--- src/rtl/zdraw_wr_arbiter.sv ---
// Three-requester round-robin arbiter in front of a single SDRAM write port.
// A winner's address/data slice is latched at grant, presented for one setup
// cycle, then held while oSDRAM_Wr_Req is high. The transaction ends on the
// controller's done pulse or on a bounded timeout, which also reports oErr.
module zdraw_wr_arbiter #(
   parameter int unsigned TIMEOUT_CYCLES = 4096
) (
   input  logic         clk,
   input  logic         rst_n,
   input  logic [2:0]   iReq,
   input  logic [71:0]  iAddr,
   input  logic [191:0] iData,
   output logic [2:0]   oDone,
   output logic         oErr,
   output logic [2:0]   oGrant,
   output logic [23:0]  oSDRAM_Wr_Addr,
   output logic [15:0]  oSDRAM_Wr_Data1,
   output logic [15:0]  oSDRAM_Wr_Data2,
   output logic [15:0]  oSDRAM_Wr_Data3,
   output logic [15:0]  oSDRAM_Wr_Data4,
   output logic         oSDRAM_Wr_Req,
   input  logic         iSDRAM_Wr_Done
);

   localparam int unsigned CntW = (TIMEOUT_CYCLES > 1) ? $clog2(TIMEOUT_CYCLES) : 1;
   localparam logic [CntW-1:0] CntMax = CntW'(TIMEOUT_CYCLES - 1);

   typedef enum logic [1:0] {StIdle, StGrant, StBusy, StDone} state_e;

   state_e          r_state;
   logic [CntW-1:0] r_cnt;
   logic            r_err;
   logic [1:0]      r_last;
   logic [1:0]      r_win;
   logic [2:0]      r_grant;
   logic [2:0]      r_done;
   logic            r_wr_req;
   logic [23:0]     r_addr;
   logic [63:0]     r_data;

   logic [1:0]      w_win;
   logic [2:0]      w_win_oh;
   logic [23:0]     w_addr;
   logic [63:0]     w_data;

   // Round-robin pick: search starts at the requester after the last winner.
   always_comb begin
      w_win = 2'd0;
      case (r_last)
         2'd0:    w_win = iReq[1] ? 2'd1 : (iReq[2] ? 2'd2 : 2'd0);
         2'd1:    w_win = iReq[2] ? 2'd2 : (iReq[0] ? 2'd0 : 2'd1);
         default: w_win = iReq[0] ? 2'd0 : (iReq[1] ? 2'd1 : 2'd2);
      endcase
   end

   // Select the winner's one-hot code and its address/data slice.
   always_comb begin
      w_win_oh = 3'b001;
      w_addr   = iAddr[23:0];
      w_data   = iData[63:0];
      case (w_win)
         2'd1: begin
            w_win_oh = 3'b010;
            w_addr   = iAddr[47:24];
            w_data   = iData[127:64];
         end
         2'd2: begin
            w_win_oh = 3'b100;
            w_addr   = iAddr[71:48];
            w_data   = iData[191:128];
         end
         default: ;
      endcase
   end

   // Transaction FSM; every output is a register updated here.
   always_ff @(posedge clk or negedge rst_n) begin
      if (!rst_n) begin
         r_state  <= StIdle;
         r_cnt    <= '0;
         r_err    <= 1'b0;
         r_last   <= 2'd2;
         r_win    <= 2'd0;
         r_grant  <= 3'b000;
         r_done   <= 3'b000;
         r_wr_req <= 1'b0;
         r_addr   <= '0;
         r_data   <= '0;
      end else begin
         case (r_state)
            StIdle: begin
               if (|iReq) begin
                  r_win   <= w_win;
                  r_grant <= w_win_oh;
                  r_addr  <= w_addr;
                  r_data  <= w_data;
                  r_state <= StGrant;
               end
            end
            StGrant: begin
               r_wr_req <= 1'b1;
               r_cnt    <= '0;
               r_state  <= StBusy;
            end
            StBusy: begin
               // Done wins over a coincident timeout.
               if (iSDRAM_Wr_Done || (r_cnt == CntMax)) begin
                  r_wr_req <= 1'b0;
                  r_err    <= ~iSDRAM_Wr_Done;
                  r_done   <= r_grant;
                  r_grant  <= 3'b000;
                  r_state  <= StDone;
               end else begin
                  r_cnt <= r_cnt + CntW'(1);
               end
            end
            StDone: begin
               r_done  <= 3'b000;
               r_err   <= 1'b0;
               r_last  <= r_win;
               r_state <= StIdle;
            end
            default: r_state <= StIdle;
         endcase
      end
   end

   assign oDone           = r_done;
   assign oErr            = r_err;
   assign oGrant          = r_grant;
   assign oSDRAM_Wr_Req   = r_wr_req;
   assign oSDRAM_Wr_Addr  = r_addr;
   assign oSDRAM_Wr_Data1 = r_data[15:0];
   assign oSDRAM_Wr_Data2 = r_data[31:16];
   assign oSDRAM_Wr_Data3 = r_data[47:32];
   assign oSDRAM_Wr_Data4 = r_data[63:48];

endmodule

--- config.mk ---
export PLATFORM = sky130hd
export DESIGN_NAME = zdraw_wr_arbiter
export DESIGN_NICKNAME = d
export VERILOG_FILES = /design/src/rtl/zdraw_wr_arbiter.sv
export SDC_FILE = /design/constraint.sdc
export NUM_CORES = 1
export LEC_CHECK = 0
export CORE_AREA = 2 2 141 143
export DETAILED_ROUTE_END_ITERATION = 16
export DIE_AREA = 0 0 143 145
export PLACE_DENSITY = 0.73
export SLEW_MARGIN = 25
export SYNTH_ARGS = -nofsm -noshare
export SYNTH_HDL_FRONTEND = slang
export SYNTH_SLANG_ARGS = --single-unit
export TNS_END_PERCENT = 20
--- constraint.sdc ---
create_clock -name clk -period 5.6 [get_ports clk]
set_clock_uncertainty 0.15 [all_clocks]
set_input_delay 1.4 -clock clk [delete_from_list [all_inputs] [get_ports clk]]
set_output_delay 1.4 -clock clk [all_outputs]
set_load 0.02 [all_outputs]
==> results.json, run 1 <==
{
  "power_frac_comb": 0.536,
  "clockBufferDepth": 2,
  "finalWorstSetupSlack_ps": 1820,
  "ant_nets": 0,
  "fin_cells": 1347,
  "dr.pass1.iters": 5,
  "die_area_um2": 20700,
  "synthCells": 739,
  "start_util": 0.321,
  "fmax_ghz": 0.264,
  "dr.first_iter.drc_count": 330,
  "cts_max_level": 4,
  "synth-edff-count": 0,
  "cpPeakStageDelay_ps": 590,
  "arrival_ps": 3900,
  "start_kind": "input pin",
  "worstMarginPinSlew_ps": 629,
  "dp.final_hpwl_um": 16000,
  "cellPowerDensity_nw_per_um2": 496,
  "drc_errors": 0,
  "n_fill_cell": 1750,
  "max_cap_violations": 0,
  "yosys.area.top_type": "dfrtp_1",
  "yosysWarnings": 0,
  "gp_congestion": 0.834,
  "wirelength_um": 22100,
  "nets": 1346,
  "finalHoldViolCount": 0,
  "cp-end-kind": "flip-flop",
  "swShare": 0.421,
  "synthArstFlopShare": 1.00,
  "synth_compound_area_frac": 0.287,
  "synthFlopType": "dfrtp_1",
  "power.leakage_nw": 4.28,
  "pin_count": 366,
  "syn_to_final_growth_pct": 72.1,
  "postCtsHoldBufs": 0,
  "multi_input_area_um2": 3020,
  "dieHeight_um": 145,
  "grt_pass1_wl_um": 34700,
  "min_period_ps": 3780,
  "required_ps": 5720,
  "synth_most_common_cell": "dfrtp_1",
  "p_seq_frac": 0.253,
  "critPathMaxFanout": 90,
  "routedWlPerCell_um": 16.4,
  "num_vias": 6608,
  "seq_area_frac_synth": 0.463,
  "syn_nets": 1017,
  "cp_common_cell": "a21oi_1",
  "antenna_found_initial": 0,
  "rsz0062_at_grt": "no",
  "dpl_worst_slack_ps": 1210,
  "numClockSinks": 114,
  "synthTopCellsByArea": "dfrtp_1 46%, a22oi_1 11%, a21oi_1 7.8%",
  "via_per_inst": 4.91,
  "coreArea_um2": 19200,
  "ctsRootBufferMaster": "clkbuf_16",
  "setup-tns-final_ps": 0,
  "cts.clk_slew.worst_paths_ps": 60,
  "worst_path_max_delay_cell": "ha_4",
  "path_class": "in2reg",
  "rows": 51,
  "yosys.area_share.simple": 0.166,
  "path_cells": "clkdlybuf4s50_1 > nand2b_1 > a21oi_1 > a21oi_1 > inv_1 > ha_4 > buf_12 > nor2_1 > a21oi_1 > o21ai_0",
  "yosys.area_share.xor_xnor": 0.00142,
  "die_w_um": 143,
  "synth_fa_ha_area_frac": 0.0162,
  "r2r_setup_slack_ps": 2760,
  "fin_crit_sh": 0.675,
  "post_cts_resized": 0,
  "grtUsageTotal": 0.213,
  "yosysUniqueCellTypes": 39,
  "report.final.slew_viol_count": 0,
  "clk_latency_ps": 410,
  "synth_common_cells": "113 x dfrtp_1, 107 x nand2_1, 96 x a21oi_1, 96 x o21ai_0, 95 x nor2_1",
  "syn_area_um2": 6160,
  "grt_pass1_vias": 6507,
  "drive_gt1_frac": 0.0500,
  "post-cts-setup-buffer-count": 0,
  "maxSlewHeadroom": 0.580,
  "dp.cells": 1312,
  "synth_top_family_by_area": "compound AO/OA/AOI/OAI gates",
  "status": "finished, final reports clean",
  "hold_path.class": "reg2reg",
  "setup_viol": 0,
  "grt_start_max_net_pins": 93,
  "place.port_buffers": 365,
  "cts_buffers": 17,
  "seqCellArea_um2": 2850,
  "power_switching_mw": 2.21,
  "grt_overflow": 0,
  "power.internal_mw": 3.05,
  "syn_avg_cell_area_um2": 8.34,
  "synth_top_cell_area_share": 0.459,
  "synth_mux_area_frac": 0.0142,
  "cts_tree": "yes",
  "ys_ff_latch": 114,
  "clockPowerShare": 0.212,
  "max-vdd-ir-drop_uv": 280
}
[registers in the layout (all words and copies together), names as in the netlist, 2 cells and up]
signal,count
oDone,3
oGrant,3
oSDRAM_Wr_Addr,24
r_cnt,12
r_data,64
r_last,2
r_state,2
r_win,2
[worst max-delay path, delay by kind of cell]
| family | cells | cell delay [ps] |
|---|---|---|
| buf+inv | 3 | 980 |
| fa+ha+maj | 1 | 590 |
| compound gates | 4 | 650 |
| simple gates | 2 | 220 |
[layout by cell type, fill, tap and decap left out, types with 3 or more instances in the layout]
| cell type | synthesis | final |
|---|---|---|
| a21oi_1 | 96 | 96 |
| nor2_1 | 95 | 95 |
| bufinv_16 | 0 | 3 |
| inv_6 | 0 | 4 |
| buf_12 | 0 | 4 |
| nand2b_1 | 5 | 4 |
| clkdlybuf4s50_1 | 0 | 364 |
| o2bb2ai_1 | 4 | 4 |
| nand2_1 | 107 | 107 |
| nand3_1 | 8 | 8 |
| clkinvlp_4 | 0 | 5 |
| buf_4 | 12 | 6 |
| or3_1 | 4 | 4 |
| mux2i_1 | 5 | 5 |
| inv_1 | 5 | 5 |
| a31oi_1 | 3 | 3 |
| o21ai_0 | 96 | 96 |
| clkbuf_16 | 0 | 17 |
| nand4_1 | 5 | 5 |
| ha_1 | 8 | 6 |
| dfrtp_1 | 113 | 113 |
| nor2b_1 | 8 | 8 |
| a22oi_1 | 89 | 89 |
[layer usage]
| layer | vias up | global-route usage | wire length [um] |
|---|---|---|---|
| li1 | 3301 | - | - |
| met1 | 3040 | 0.262 | 9110 |
| met2 | 237 | 0.360 | 11000 |
| met3 | 30 | 0.0624 | 1540 |
| met4 | 0 | 0.0589 | 417 |
| met5 | - | 0 | 0 |
[final cells by class]
cell class / instances / area share
flip-flops and latches: 114 / 0.269
well taps: 265 / 0.0313
clock buffers: 17 / 0.0401
clock inverters: 15 / 0.0171
repair buffers: 374 / 0.355
multi-input cells: 556 / 0.285
inverters: 5 / 0.00177
diodes: 1 / 0.000236
[final timing paths]
check	depth (start not counted)	startpoint	endpoint
setup / recovery	10	iReq[0]	r_data[12]$_DFFE_PN0P_
min in group asynchronous	1	rst_n	oDone[2]$_DFFE_PN0P_
setup reg to reg	9	r_last[1]$_DFFE_PN1P_	r_data[12]$_DFFE_PN0P_
hold reg to reg	2	oSDRAM_Wr_Addr[13]$_DFFE_PN0P_	oSDRAM_Wr_Addr[13]$_DFFE_PN0P_
max in group asynchronous	2	rst_n	r_data[48]$_DFFE_PN0P_
hold / removal	2	oSDRAM_Wr_Addr[13]$_DFFE_PN0P_	oSDRAM_Wr_Addr[13]$_DFFE_PN0P_
[power groups by stage]
stage	Sequential, mW	Clock, mW	Combinational [mW]
finish	1.33	1.11	2.82
global route	1.37	1.17	3.10
global placement	1.32	0	2.77
floorplan	1.67	0	1.33
CTS	1.33	1.14	2.82
detailed placement	1.34	0	2.81
[stage by stage]
step / total power, mW / utilization / hold slack, ps / area [um2]
finish: 5.26 / 0.552 / 325 / 10600
global route: 5.65 / 0.552 / 346 / 10600
floorplan: 3.00 / - / 294 / 6160
CTS: 5.29 / 0.550 / 331 / 10600
detailed placement: 4.15 / 0.518 / 319 / 9960
global placement: 4.10 / 0.518 / 311 / 9960
[logic make-up after synthesis]
group,after synthesis
buffers and inverters,69
AOI/OAI and AO/OA,297
DFF,114
xor gates and xnor gates,1
muxes,8
and+or+nand+nor,242
adders and majority gates,8
No activity file was read; power rests on OpenSTA's default activity.
==> run 2: changes to the inputs <==
--- a/config.mk
+++ b/config.mk
@@ -5,10 +5,10 @@
 export SDC_FILE = /design/constraint.sdc
 export NUM_CORES = 1
 export LEC_CHECK = 0
-export CORE_AREA = 2 2 141 143
+export CORE_AREA = 2 2 143 145
 export DETAILED_ROUTE_END_ITERATION = 16
-export DIE_AREA = 0 0 143 145
-export PLACE_DENSITY = 0.73
+export DIE_AREA = 0 0 145 147
+export PLACE_DENSITY = 0.72
 export SLEW_MARGIN = 25
 export SYNTH_ARGS = -nofsm -noshare
 export SYNTH_HDL_FRONTEND = slang
==> constraint.sdc (replaced) <==
create_clock -name clk -period 3.6 [get_ports clk]
set_clock_uncertainty 0.15 [all_clocks]
set_input_delay 0.9 -clock clk [delete_from_list [all_inputs] [get_ports clk]]
set_output_delay 0.9 -clock clk [all_outputs]
set_load 0.02 [all_outputs]
==> run 2 against run 1 <==
Clock-buffer cell count rose by 2. Sequential power rose by 56%. Via count is 0.47% lower. Critical endpoint is now r_data[59]$_DFFE_PN0P_. Utilization shrank 1.2 points. Global-route usage decreased by 0.35 points. First-iteration DRC count fell by 26%. Worst setup slack worse by 1400 ps. Die area is 2.8% higher.
==> results.json, run 2 (synthesis results as in run 1) <==
{
  "grtUsageTotal": 0.209,
  "grt_start_max_net_pins": 109,
  "arrival_ps": 3320,
  "num_vias": 6577,
  "clockPowerShare": 0.218,
  "met2_usage": 0.343,
  "dr.pass1.iters": 4,
  "regMostFlops": "r_data",
  "grt_pass1_vias": 6624,
  "cts_max_level": 4,
  "cp-end-kind": "flip-flop",
  "grt-busiest-layer": "met2",
  "worstMarginPinSlew_ps": 535,
  "post_cts_resized": 0,
  "post-cts-setup-buffer-count": 0,
  "syn_to_final_growth_pct": 73.9,
  "max-vdd-ir-drop_uv": 388,
  "clockBufferDepth": 2,
  "dieHeight_um": 147,
  "hold_path.class": "in2async",
  "maxSlewHeadroom": 0.643,
  "cts_tree": "yes",
  "rsz0062_at_grt": "no",
  "cts_buffers": 17,
  "power.leakage_nw": 4.34,
  "nets": 1350,
  "die_w_um": 145,
  "dpl_cell_area_um2": 10100,
  "max_cap_violations": 0,
  "p_seq_frac": 0.248,
  "rows": 52,
  "required_ps": 3720,
  "antenna_found_initial": 1,
  "swShare": 0.410,
  "ctsRootBufferMaster": "clkbuf_16",
  "cts.clk_slew.worst_paths_ps": 60,
  "grt_overflow": 0,
  "report.final.slew_viol_count": 0,
  "numClockSinks": 114,
  "met3_usage": 0.0705,
  "finalPower_mw": 8.32,
  "final_cell_area_um2": 10700,
  "r2r_setup_slack_ps": 980,
  "postCtsHoldBufs": 0,
  "dp.final_hpwl_um": 16500,
  "final_common_cell": "clkdlybuf4s50_1",
  "drive_gt1_frac": 0.0535,
  "gp_congestion": 0.830,
  "via_per_inst": 4.85,
  "final_cell_mix": "364 x clkdlybuf4s50_1, 113 x dfrtp_1, 107 x nand2_1, 96 x a21oi_1, 96 x o21ai_0",
  "path_class": "in2reg",
  "start_kind": "input pin",
  "routedWlPerCell_um": 16.3,
  "min_period_ps": 3190,
  "grt_pass1_wl_um": 35400,
  "cellPowerDensity_nw_per_um2": 776,
  "die_area_um2": 21300,
  "ant_nets": 0,
  "critPathMaxFanout": 47,
  "fin_crit_sh": 0.887,
  "power.internal_mw": 4.90,
  "power_frac_comb": 0.534,
  "pin_count": 366,
  "wirelength_um": 22100,
  "status": "finished, final reports clean",
  "fmax_ghz": 0.313,
  "dr.first_iter.drc_count": 243,
  "start_util": 0.311,
  "clk_latency_ps": 410,
  "grt_use_met1": 0.255,
  "drc_errors": 0,
  "place.port_buffers": 365,
  "fin_util": 0.540,
  "power_switching_mw": 3.41,
  "setup_viol": 0,
  "n_fill_cell": 1811,
  "coreArea_um2": 19800,
  "largest_reg_flops": 64,
  "finalHoldViolCount": 0
}
[run 2: worst max-delay path, stage by stage]
cell,delay (ps)
clkdlybuf4s50_1,500
nand2b_1,140
o21ai_0,90
a22oi_1,360
inv_1,150
ha_4,330
buf_12,240
a22oi_1,290
nor2_1,70
a21oi_1,120
o21ai_0,90
[run 2: power groups by stage]
stage               combinational, mW  sequential [mW]  clock [mW]
detailed placement               4.46             2.09           0
finish                           4.44             2.07        1.81
CTS                              4.47             2.07        1.85
global placement                 4.39             2.07           0
floorplan                        2.06             2.60           0
global route                     4.87             2.14        1.93
[run 2: cell type report]
cell class / instances / area (um2) / share of cell area
Timing Repair Buffer: 378 / 3850 / 0.359
Clock buffer: 19 / 453 / 0.0423
Clock inverter: 13 / 183 / 0.0170
Multi-Input combinational cell: 556 / 3020 / 0.282
Inverter: 5 / 18.8 / 0.00175
Tap cell: 270 / 338 / 0.0315
Sequential cell: 114 / 2850 / 0.266
Antenna cell: 1 / 2.50 / 0.000233
[run 2: final timing paths]
path / from / cells after the start / endpoint
max in group asynchronous: rst_n / 2 / oSDRAM_Wr_Addr[13]$_DFFE_PN0P_
worst max-delay path: iReq[0] / 11 / r_data[59]$_DFFE_PN0P_
worst min-delay path: rst_n / 1 / oErr$_DFFE_PN0P_
worst max register to register: r_last[1]$_DFFE_PN1P_ / 9 / r_data[59]$_DFFE_PN0P_
worst min register to register: r_data[1]$_DFFE_PN0P_ / 2 / r_data[1]$_DFFE_PN0P_
min in group clk: r_data[1]$_DFFE_PN0P_ / 2 / r_data[1]$_DFFE_PN0P_
[run 2: per-layer routing]
layer  wire length, um  part of all wire
met1              9030              0.41
met3              1720             0.078
met2             10700              0.48
met4               680             0.031
met5                 0                 0
[run 2: per-stage QoR]
step / setup WS [ps] / setup TNS (ps) / hold WS [ps] / std cells
floorplan: 817 / 0 / 294 / 739
global placement: 18.0 / 0 / 310 / 1322
detailed placement: -61.0 / -61.0 / 319 / 1322
CTS: 375 / 0 / 327 / 1354
global route: 268 / 0 / 345 / 1355
finish: 405 / 0 / 316 / 1356
==> run 3: changes to the inputs <==
--- a/config.mk
+++ b/config.mk
@@ -6,6 +6,7 @@
 export NUM_CORES = 1
 export LEC_CHECK = 0
 export CORE_AREA = 2 2 143 145
+export CTS_CLUSTER_DIAMETER = 150
 export DETAILED_ROUTE_END_ITERATION = 16
 export DIE_AREA = 0 0 145 147
 export PLACE_DENSITY = 0.72
==> results of run 3 <==
Final layout, timing and power as in run 2 (identical DEF).
